$ cat config.mk
export PLATFORM = sky130hd
export DESIGN_NAME = vga_rgb_controller
export DESIGN_NICKNAME = d
export VERILOG_FILES = /design/src/rtl/vga_rgb_controller.sv
export SDC_FILE = /design/constraint.sdc
export NUM_CORES = 1
export LEC_CHECK = 0
export BUFFER_PORTS_ARGS = -buffer_cell sky130_fd_sc_hd__buf_2
export CAP_MARGIN = 30
export CORE_MARGIN = 10
export CORE_UTILIZATION = 40
export DETAILED_ROUTE_END_ITERATION = 8
export GPL_ROUTABILITY_DRIVEN = 0
export HOLD_SLACK_MARGIN = 0.06
export PLACE_DENSITY_LB_ADDON = 0.1
export REMOVE_ABC_BUFFERS = 1
export SLEW_MARGIN = 20
export SYNTH_ARGS = -nofsm -noshare
export SYNTH_HDL_FRONTEND = slang
export SYNTH_SLANG_ARGS = --single-unit
$ cat constraint.sdc
create_clock -name clk -period 2.64 [get_ports clk]
set_input_delay 0.264 -clock clk [delete_from_list [all_inputs] [get_ports clk]]
set_output_delay 0.264 -clock clk [all_outputs]
set_load 0.1 [all_outputs]
$ cat src/rtl/vga_rgb_controller.sv
// 640x480@60 Hz VGA timing generator driving a static switch-selected colour.
// Sync pulses are active low; RGB is forced to zero outside the visible area.
module vga_rgb_controller #(
    parameter int CLK_DIV   = 4,
    parameter int H_VISIBLE = 640,
    parameter int H_FP      = 16,
    parameter int H_SYNC    = 96,
    parameter int H_BP      = 48,
    parameter int V_VISIBLE = 480,
    parameter int V_FP      = 10,
    parameter int V_SYNC    = 2,
    parameter int V_BP      = 33
) (
    input  logic       clk,
    input  logic       reset,
    input  logic [3:0] r_sw,
    input  logic [3:0] g_sw,
    input  logic [3:0] b_sw,
    output logic       h_sync,
    output logic       v_sync,
    output logic [3:0] r_port,
    output logic [3:0] g_port,
    output logic [3:0] b_port
);

    localparam logic [1:0] DIV_LAST = 2'(CLK_DIV - 1);
    localparam logic [9:0] H_LAST   = 10'(H_VISIBLE + H_FP + H_SYNC + H_BP - 1);
    localparam logic [9:0] V_LAST   = 10'(V_VISIBLE + V_FP + V_SYNC + V_BP - 1);
    localparam logic [9:0] H_VIS    = 10'(H_VISIBLE);
    localparam logic [9:0] V_VIS    = 10'(V_VISIBLE);
    localparam logic [9:0] HS_START = 10'(H_VISIBLE + H_FP);
    localparam logic [9:0] HS_END   = 10'(H_VISIBLE + H_FP + H_SYNC);
    localparam logic [9:0] VS_START = 10'(V_VISIBLE + V_FP);
    localparam logic [9:0] VS_END   = 10'(V_VISIBLE + V_FP + V_SYNC);

    logic [1:0] div_q, div_d;
    logic [9:0] h_cnt_q, h_cnt_d;
    logic [9:0] v_cnt_q, v_cnt_d;
    logic       h_sync_q, h_sync_d;
    logic       v_sync_q, v_sync_d;
    logic [3:0] r_q, r_d;
    logic [3:0] g_q, g_d;
    logic [3:0] b_q, b_d;
    logic       tick;
    logic       de;

    // Outputs are decoded from the current counters and registered, so the
    // pins lag the counter position by exactly one clk.
    always_comb begin
        tick    = (div_q == DIV_LAST);
        div_d   = tick ? 2'd0 : div_q + 2'd1;
        h_cnt_d = h_cnt_q;
        v_cnt_d = v_cnt_q;
        if (tick) begin
            if (h_cnt_q == H_LAST) begin
                h_cnt_d = 10'd0;
                v_cnt_d = (v_cnt_q == V_LAST) ? 10'd0 : v_cnt_q + 10'd1;
            end else begin
                h_cnt_d = h_cnt_q + 10'd1;
            end
        end

        de       = (h_cnt_q < H_VIS) && (v_cnt_q < V_VIS);
        h_sync_d = !((h_cnt_q >= HS_START) && (h_cnt_q < HS_END));
        v_sync_d = !((v_cnt_q >= VS_START) && (v_cnt_q < VS_END));
        r_d      = de ? r_sw : 4'h0;
        g_d      = de ? g_sw : 4'h0;
        b_d      = de ? b_sw : 4'h0;
    end

    always_ff @(posedge clk) begin
        if (reset) begin
            div_q    <= 2'd0;
            h_cnt_q  <= 10'd0;
            v_cnt_q  <= 10'd0;
            h_sync_q <= 1'b1;
            v_sync_q <= 1'b1;
            r_q      <= 4'h0;
            g_q      <= 4'h0;
            b_q      <= 4'h0;
        end else begin
            div_q    <= div_d;
            h_cnt_q  <= h_cnt_d;
            v_cnt_q  <= v_cnt_d;
            h_sync_q <= h_sync_d;
            v_sync_q <= v_sync_d;
            r_q      <= r_d;
            g_q      <= g_d;
            b_q      <= b_d;
        end
    end

    assign h_sync = h_sync_q;
    assign v_sync = v_sync_q;
    assign r_port = r_q;
    assign g_port = g_q;
    assign b_port = b_q;

endmodule

Word level (Yosys, flattened, before mapping) --
Index checks and enable logic that the tools add are counted.
Word-level totals: register bits after elaboration 36, bits of input ports 14, output and inout port bits 14
Operators by class: $add $sub $neg 3, order comparisons 6, eq/ne operators 3, mux-type cells 2, bitwise gates (word level) 1, reduce and logical (&&, ||, !) cells 8
Operators with widths (count):
- adder 10 x 1 -> 10 bit (second input constant) | 2
- equality test 10 bit (second input constant) | 2
- < comparator 10 bit (second input constant) | 2
- < comparator 10 x 9 -> 1 bit (second input constant) | 2
- 2-to-1 mux 10 bit | 2
- >= comparator 10 bit (second input constant) | 1
- >= comparator 10 x 9 -> 1 bit (second input constant) | 1
- OR reduction 2 bit | 2
- logical AND 1 bit | 3
- adder 2 x 1 -> 2 bit (second input constant) | 1
- equality test 2 bit (second input constant) | 1
- logical NOT 1 bit | 2
- AND reduction 2 bit | 1
- NOT 1 bit | 1

Depth between registers and ports, before layout --
Gate-level depths: netlist of run 1.
depth after elaboration 4, gate-level depth with buffers 7, mapped depth without buffers 6

Least setup slack after synthesis of run 1 --
Ideal clock, no wire load.
path kind register -> register, from reg div_q[0], to reg v_cnt_q[5], arrival 1864 ps, path slack 706 ps, stages on the path, launching flop included 7, path buffers 1, period minus slack after synthesis 1934 ps, path through dfxtp_1 -> ha_1 -> buf_4 -> nand2_1 -> or4b_4 -> or4_1 -> a21oi_1
On the way: longest elaborated chain between the ends 2
RTL lines:
- from (decl) | RTL line 36 | logic [1:0] div_q, div_d;
- from (signal assigned) | RTL line 82 | div_q <= div_d;
- equality test 2 bit | RTL line 50 | tick = (div_q == DIV_LAST);
- AND reduction 2 bit (no line)
- to (signal assigned) | RTL line 84 | v_cnt_q <= v_cnt_d;
- to (decl) | RTL line 38 | logic [9:0] v_cnt_q, v_cnt_d;
Every way passes these cells. A chain may end at the register's enable or synchronous reset.

Final worst setup path of run 1 --
Same ends and word-level chain as after synthesis.

==> results.json, run 1 <==
{
  "setup_viol": 0,
  "cts_hold_buffers": 0,
  "synth_fa_ha_area_frac": 0.0412,
  "ys_warn_count": 0,
  "crit_arrival_ns": 2.48,
  "swShare": 0.252,
  "finalCritPeriodShare": 0.860,
  "cts_root_buffer": "clkbuf_8",
  "fp.dieH_um": 81.6,
  "maxCapViolations": 0,
  "die_w_um": 81.6,
  "critPathMaxFanout": 14,
  "p_clk_frac": 0.410,
  "clock_latency_ns": 0.29,
  "grt_max_degree": 15,
  "intPower_w": 0.000863,
  "power_w": 0.00115,
  "cts_tree": "yes",
  "synth_seq_cells": 36,
  "drtAntennaViolNets": 0,
  "finalHoldWorstSlack_ns": 0.170,
  "drc_errors": 0,
  "r2r_slack_ns": 0.37,
  "rows": 22,
  "p_leak_nw": 0.668,
  "crit_path_end_kind": "register",
  "min_period_ns": 2.27,
  "drt-total-wl_mm": 3.11,
  "start_kind": "register",
  "hold_viol_final": 0,
  "drt_iter0_markers": 71,
  "cts_setup_buffers": 0,
  "grt_pass1_vias": 1171,
  "slew_viol_final": 0,
  "dr.pass1.iters": 4,
  "grt_pass1_wl_mm": 5.24,
  "ys_top_cells_by_area": "dfxtp_1, and2_1, ha_1, nand4_1, xnor2_1",
  "vias": 1186,
  "ios": 28,
  "synth.top_cells.by_count": "dfxtp_1, nor2_1, and2_1",
  "tightest_slew_ns": 0.495,
  "required_ns": 2.85,
  "switchingPower_w": 0.000291,
  "synth_top_area_share": 0.475,
  "vias_per_cell": 4.90,
  "grtUsageTotal": 0.102,
  "antenna_found_initial": 0,
  "dp_cells": 234,
  "synth_compound_area_frac": 0.0791,
  "layoutNonFillerInstCount": 242,
  "netlist_instances": 164,
  "synth-simple-area-share": 0.308,
  "start_util": 0.415,
  "max_clock_freq_mhz": 440,
  "cts_made_buffers": 5,
  "synthMuxAreaShare": 0,
  "numPortBuffers": 27,
  "slew_headroom": 0.672,
  "yosysMostFrequentCell": "dfxtp_1",
  "synth-xor-area-share": 0.0577,
  "crit_type": "register to register",
  "wl_per_cell_um": 12.9,
  "htreeDepth": 2,
  "synth_top_family_by_area": "simple AND/OR/NAND/NOR gates",
  "grt-ovfl-total": 0,
  "seqPwrFrac": 0.488,
  "ir_drop_uv": 366,
  "syn_area_per_cell_sq_um": 9.25,
  "cts_sinks": 36,
  "synth_ff_type": "dfxtp_1",
  "netlist_area_sq_um": 1520,
  "syn_to_final_growth_pct": 18.5,
  "die_area_sq_um": 6660,
  "outcome": "complete, no violations",
  "antenna_cells": 0,
  "timing.setup.tns_ns": 0,
  "place_hpwl_mm": 2.36,
  "clk_pin_slew_ns": 0.07,
  "p_per_area_nw_per_um2": 642,
  "min-delay-path-class": "primary input to register",
  "drive_gt1_frac": 0.211,
  "synthArstFlopShare": 0,
  "cts-resized-gates": 0,
  "fin_nets": 212,
  "synth_top_area_cell": "dfxtp_1",
  "rsz0062_at_grt": "no",
  "cts_buffer_depth": 2,
  "synth-edff-count": 0,
  "synth_cell_type_count": 36,
  "synth-seq-area-share": 0.475,
  "combPwrFrac": 0.102,
  "core-area_sq_um": 3660,
  "fin_skew_ns": 0.00655
}
## sequential cells by signal, indices dropped and copies added, names as in the netlist
signal   flops
v_sync       1
v_cnt_q     10
div_q        2
g_port       4
h_cnt_q     10
h_sync       1
b_port       4
r_port       4
## cells in the final DEF (no fill, tap or decap), types with 5 or more instances in the layout
cell type  netlist  routed
buf_2            0      27
dfxtp_1         36      36
clkbuf_8         0       5
nor2_1          14      14
ha_1             5       5
a21oi_1          8       8
inv_1            7       7
nor3_1           7       7
nand2_1         10      10
o21ai_0          9       9
xnor2_1          7       7
nand4_1         10      10
and2_1          13      13
## stage by stage
step | area, sq um | setup WS (ns) | util
global route | 1800 | 0.160 | 0.491
detailed placement | 1690 | 0.388 | 0.461
finish | 1800 | 0.370 | 0.491
CTS | 1800 | 0.363 | 0.491
floorplan | 1480 | 0.592 | -
global placement | 1690 | 0.470 | 0.461
## worst max-delay path, cell delays in order (launching register included)
cell     delay [ns]
dfxtp_1        0.34
ha_1           0.33
nand2_1        0.19
or4b_4         0.64
or4_1          0.54
a21oi_1        0.16
## area by class of cell
| type | instances | area [sq um] |
|---|---|---|
| timing repair buffer | 28 | 143 |
| clock inverter | 3 | 42.5 |
| fill | 352 | 1860 |
| clock buffer | 5 | 68.8 |
| multi-input combinational | 115 | 737 |
| inverter | 7 | 26.3 |
| sequential | 36 | 721 |
| tap | 48 | 60.1 |
## cell families after synthesis
| group | Yosys count |
|---|---|
| AND/OR/NAND/NOR | 79 |
| flip-flops | 36 |
| AO/OA/AOI/OAI | 21 |
| buffers and inverters | 13 |
| XOR/XNOR | 10 |
| adder cells (fa/ha/maj) | 5 |
## metal layers
| metal | part of all wire | global-route usage |
|---|---|---|
| met3 | 0.048 | 0.0437 |
| met2 | 0.50 | 0.164 |
| met5 | 0 | 0 |
| met4 | 0.018 | 0.0493 |
| met1 | 0.44 | 0.114 |
## power by group through the flow
stage | Sequential, W | Clock (W) | Combinational (W)
detailed placement | 0.000576 | 0 | 0.000119
global route | 0.000564 | 0.000513 | 0.000125
floorplan | 0.000646 | 0 | 0.0000210
finish | 0.000563 | 0.000473 | 0.000118
global placement | 0.000575 | 0 | 0.000119
CTS | 0.000563 | 0.000484 | 0.000119
## path summary, 6_finish.rpt
check / from / endpoint / cells past startpoint
worst max-delay path: div_q[0]$_SDFF_PP0_ / v_cnt_q[5]$_SDFFE_PP0P_ / 5
worst min-delay path: g_sw[3] / g_port[3]$_SDFF_PP0_ / 2
worst max register to register: div_q[0]$_SDFF_PP0_ / v_cnt_q[5]$_SDFFE_PP0P_ / 5
worst min register to register: div_q[0]$_SDFF_PP0_ / div_q[0]$_SDFF_PP0_ / 1
Note: power is estimated with default switching activity, not from simulation.
==> inputs of run 2 (changes only) <==
--- a/config.mk
+++ b/config.mk
@@ -11,9 +11,9 @@
 export CORE_UTILIZATION = 40
 export DETAILED_ROUTE_END_ITERATION = 8
 export GPL_ROUTABILITY_DRIVEN = 0
+export GPL_TIMING_DRIVEN = 0
 export HOLD_SLACK_MARGIN = 0.06
-export PLACE_DENSITY_LB_ADDON = 0.1
-export REMOVE_ABC_BUFFERS = 1
+export PLACE_DENSITY_LB_ADDON = 0.12
 export SLEW_MARGIN = 20
 export SYNTH_ARGS = -nofsm -noshare
 export SYNTH_HDL_FRONTEND = slang
==> run 2 against run 1 <==
Compared with the run above: first-iteration DRC count rose by 27%; register-to-register slack gained 0.10 ns; combinational power about the same; routed wire length is 5.5% higher; non-clock buffer count increased by 5; flip-flop and latch count did not move.
==> results.json, run 2 (same netlist as run 1, synthesis figures left out) <==
{
  "antenna_found_initial": 0,
  "fillers": 356,
  "critPathMaxFanout": 5,
  "die_w_um": 81.6,
  "vias": 1275,
  "final_common_cell": "dfxtp_1",
  "die_area_sq_um": 6660,
  "max_clock_freq_mhz": 462,
  "cts_tree": "yes",
  "rsz0062_at_grt": "no",
  "cts_hold_buffers": 0,
  "ir_drop_uv": 300,
  "reg_top3": "h_cnt_q (10), v_cnt_q (10)",
  "rows": 22,
  "cts_sinks": 36,
  "crit_path_end_kind": "register",
  "clk_pin_slew_ns": 0.07,
  "p_per_area_nw_per_um2": 597,
  "slew_headroom": 0.659,
  "dr.pass1.iters": 4,
  "drt-total-wl_mm": 3.29,
  "crit_path_cell_trace": "ha_1 -> or4b_1 -> nor4_1 -> or3b_1 -> a21oi_1",
  "crit_type": "register to register",
  "outcome": "complete, no violations",
  "grtUsageTotal": 0.104,
  "drt_iter0_markers": 90,
  "fin_nets": 217,
  "path_buf_inv": 0,
  "numPortBuffers": 27,
  "synth_nets": 183,
  "setup_viol": 0,
  "htreeDepth": 2,
  "cts_made_buffers": 5,
  "slowest_stage": "or4b_1",
  "slew_viol_final": 0,
  "drive_gt1_frac": 0.206,
  "cts_buffer_depth": 2,
  "finalCritPeriodShare": 0.820,
  "grt-ovfl-total": 0,
  "min_period_ns": 2.17,
  "p_leak_nw": 0.669,
  "cts-resized-gates": 0,
  "vias_per_cell": 5.16,
  "tightest_slew_ns": 0.507,
  "fp.dieH_um": 81.6,
  "maxCapViolations": 0,
  "ios": 28,
  "clock_latency_ns": 0.28,
  "syn_to_final_growth_pct": 19.0,
  "drtAntennaViolNets": 0,
  "min-delay-path-class": "primary input to register",
  "layout_common_cells": "dfxtp_1, buf_2, nor2_1",
  "cts_root_buffer": "clkbuf_8",
  "wl_per_cell_um": 13.3,
  "cts_setup_buffers": 0,
  "core-area_sq_um": 3660,
  "crit_family": "simple AND/OR/NAND/NOR gates",
  "crit_arrival_ns": 2.38,
  "fin_skew_ns": 0.00397,
  "grt_max_degree": 12,
  "timing.setup.tns_ns": 0,
  "start_util": 0.415,
  "grt_pass1_wl_mm": 5.55,
  "antenna_cells": 0,
  "drc_errors": 0,
  "place_hpwl_mm": 2.51,
  "start_kind": "register",
  "fin_util": 0.494,
  "slowest_delay_ns": 0.46,
  "grt_pass1_vias": 1239,
  "hold_viol_final": 0,
  "required_ns": 2.85
}
## run 2: worst reg2reg max path, cell delays in order (launching register included)
cell	delay, ns
dfxtp_1	0.40
ha_1	0.24
or4b_1	0.46
nor4_1	0.46
or3b_1	0.40
a21oi_1	0.14
## run 2: final timing paths
| check | slack [ns] | from | to | depth (start not counted) |
|---|---|---|---|---|
| max | 0.47 | v_cnt_q[0]$_SDFFE_PP0P_ | v_cnt_q[8]$_SDFFE_PP0P_ | 5 |
| min reg2reg | 0.42 | div_q[0]$_SDFF_PP0_ | div_q[0]$_SDFF_PP0_ | 1 |
| max reg2reg | 0.47 | v_cnt_q[0]$_SDFFE_PP0P_ | v_cnt_q[8]$_SDFFE_PP0P_ | 5 |
| min | 0.18 | g_sw[2] | g_port[2]$_SDFF_PP0_ | 2 |
## run 2: metal layers
metal  vias to the layer above  routed length, um  part of all wire  track usage
met4                         0                 22            0.0067       0.0306
met5                         -                  0                 0            0
li1                        640                  -                 -            -
met3                         4                135             0.041       0.0415
met2                        18               1730              0.53        0.178
met1                       613               1390              0.42        0.118
## run 2: report_power, final
group	switching, W	leakage (nW)	total (W)	internal, W
combinational	0.0000940	0.331	0.000121	0.0000266
clock	0.000183	0.0445	0.000395	0.000212
sequential	0.00000468	0.294	0.000563	0.000558
## run 2: stage by stage
step / std cells / cell area [sq um] / hold slack [ns] / setup slack, ns / power [W]
5_1_grt: 247 / 1810 / 0.173 / 0.287 / 0.00113
3_5_place_dp: 239 / 1710 / 0.420 / 0.474 / 0.000697
2_1_floorplan: 164 / 1520 / 0.386 / 0.706 / 0.000671
4_1_cts: 247 / 1810 / 0.178 / 0.456 / 0.00109
6_report: 247 / 1810 / 0.184 / 0.474 / 0.00108
3_3_place_gp: 239 / 1710 / 0.413 / 0.533 / 0.000695
## run 2: layout make-up
cell class                      instances  area, sq um  share of cell area
Multi-Input combinational cell        115          737               0.408
Sequential cell                        36          721               0.399
Timing Repair Buffer                   27          135              0.0748
Clock buffer                            7         86.3              0.0478
Tap cell                               48         60.1              0.0332
Buffer                                  6         33.8              0.0187
Inverter                                7         26.3              0.0145
Clock inverter                          1         7.51             0.00416
==> inputs of run 3 (changes only) <==
==> constraint.sdc (replaced) <==
create_clock -name clk -period 2 [get_ports clk]
set_input_delay 0.2 -clock clk [delete_from_list [all_inputs] [get_ports clk]]
set_output_delay 0.2 -clock clk [all_outputs]
set_load 0.1 [all_outputs]
==> run 3 against run 2 <==
Compared with the run above: design area grew 9.9%; die area is the same; largest power group unchanged; highest routed layer unchanged; maximum frequency grew 10%; largest cell class unchanged.
==> results.json, run 3 (same netlist as run 1, synthesis figures left out) <==
{
  "outcome": "complete, no violations",
  "required_ns": 2.22,
  "cts_buffer_depth": 2,
  "dr_wl_met2_mm": 1.91,
  "synth_nets": 183,
  "fin_skew_ns": 0.00474,
  "cts_root_buffer": "clkbuf_8",
  "syn_to_final_growth_pct": 30.8,
  "grt_pass1_wl_mm": 5.66,
  "antenna_cells": 0,
  "finalCritPeriodShare": 0.982,
  "drtAntennaViolNets": 0,
  "die_w_um": 81.6,
  "cts_hold_buffers": 0,
  "slew_viol_final": 0,
  "cts_tree": "yes",
  "numPortBuffers": 27,
  "clk_pin_slew_ns": 0.07,
  "setup_viol": 0,
  "dr.pass1.iters": 4,
  "drt-total-wl_mm": 3.55,
  "vias_per_cell": 5.15,
  "rr_endpoint": "v_cnt_q[5]$_SDFFE_PP0P_",
  "htreeDepth": 2,
  "cts_made_buffers": 5,
  "maxCapViolations": 0,
  "crit_path_end_kind": "register",
  "hold_start": "g_sw[2]",
  "start_util": 0.415,
  "tightest_slew_ns": 0.499,
  "die_area_sq_um": 6660,
  "drive_gt1_frac": 0.319,
  "start_kind": "register",
  "fin_util": 0.542,
  "fin_nets": 225,
  "final_common_cell": "dfxtp_1",
  "wl_met1_mm": 1.48,
  "grt_max_degree": 12,
  "hold_viol_final": 0,
  "drc_errors": 0,
  "fp.dieH_um": 81.6,
  "ir_drop_uv": 398,
  "layout_common_cells": "dfxtp_1, buf_2, nor2_1",
  "routed.top_layer": "met4",
  "reg_top3": "h_cnt_q (10), v_cnt_q (10)",
  "p_per_area_nw_per_um2": 726,
  "place_hpwl_mm": 2.51,
  "clock_latency_ns": 0.28,
  "grtUsageTotal": 0.107,
  "power_w": 0.00144,
  "drt_iter0_markers": 84,
  "wl_per_cell_um": 13.9,
  "hold_depth": 2,
  "r2r_slack_ns": 0.04,
  "core-area_sq_um": 3660,
  "rows": 22,
  "r2r_start": "div_q[0]$_SDFF_PP0_",
  "rsz0062_at_grt": "yes",
  "grt-ovfl-total": 0,
  "critPathMaxFanout": 6,
  "max_clock_freq_mhz": 509,
  "ios": 28,
  "cts_sinks": 36,
  "min_to": "g_port[2]$_SDFF_PP0_",
  "grt_pass1_vias": 1253,
  "wl_met3_um": 125,
  "antenna_found_initial": 0,
  "min-delay-path-class": "primary input to register",
  "crit_arrival_ns": 2.18,
  "p_leak_nw": 0.731,
  "crit_type": "register to register",
  "slew_headroom": 0.668,
  "reg2reg_depth": 6,
  "min_period_ns": 1.96,
  "vias": 1313
}
==> run 3: layer usage <==
| metal | up-vias | track usage |
|---|---|---|
| met2 | 16 | 0.184 |
| met3 | 7 | 0.0415 |
| met5 | - | 0 |
| met4 | 0 | 0.0306 |
| li1 | 657 | - |
| met1 | 633 | 0.120 |
==> run 3: critical path, cell delays in order, from the launching register on <==
cell     delay (ns)
dfxtp_2        0.33
ha_2           0.16
buf_6          0.13
nand2_8        0.06
or4b_4         0.57
or4_4          0.53
a21oi_2        0.12
==> run 3: final cells by class <==
type                       instances  area, sq um
buffer                             5         33.8
clock buffer                       7         86.3
clock inverter                     1         7.51
fill                             335         1680
inverter                           7         26.3
multi-input combinational        115          840
sequential                        36          729
tap                               48         60.1
timing repair buffer              36          203
==> run 3: what timing repair did <==
item | 4_1_cts | 5_1_grt
gates resized for setup | 13 | 15
pin swaps | 1 | 7
setup buffers | 0 | 8
endpoints found under the setup margin | 16 | 16
cloned | 0 | 1
==> run 3: worst max path at each step <==
| stage | from | to | slack, ns | depth (start not counted) |
|---|---|---|---|---|
| 6_report | div_q[0]$_SDFF_PP0_ | v_cnt_q[5]$_SDFFE_PP0P_ | 0.04 | 6 |
| 2_1_floorplan | div_q[0]$_SDFF_PP0_ | v_cnt_q[5]$_SDFFE_PP0P_ | 0.07 | 6 |
| 4_1_cts | v_cnt_q[1]$_SDFFE_PP0P_ | v_cnt_q[8]$_SDFFE_PP0P_ | 0.02 | 5 |
| 3_5_place_dp | v_cnt_q[0]$_SDFFE_PP0P_ | v_cnt_q[8]$_SDFFE_PP0P_ | -0.17 | 5 |
| 3_3_place_gp | v_cnt_q[0]$_SDFFE_PP0P_ | v_cnt_q[8]$_SDFFE_PP0P_ | -0.11 | 5 |
| 5_1_grt | div_q[0]$_SDFF_PP0_ | v_cnt_q[6]$_SDFFE_PP0P_ | -0.05 | 7 |
==> run 3: metrics by stage <==
| stage | TNS (ns) | instances | hold WS, ns | cell area (sq um) | worst slack [ns] |
|---|---|---|---|---|---|
| final | 0 | 255 | 0.119 | 1990 | 0.0363 |
| after global routing | -0.211 | 255 | 0.109 | 1990 | -0.0511 |
| after CTS | 0 | 247 | 0.114 | 1860 | 0.0206 |
| after detailed placement | -0.753 | 239 | 0.405 | 1710 | -0.166 |
| after global placement | -0.469 | 239 | 0.398 | 1710 | -0.107 |
| after floorplan | 0 | 164 | 0.322 | 1520 | 0.0661 |
==> run 3: power by group <==
part           leakage (nW)  switching [W]  internal (W)
Clock                0.0445       0.000247      0.000280
Combinational         0.390       0.000128     0.0000436
Sequential            0.296     0.00000717      0.000737
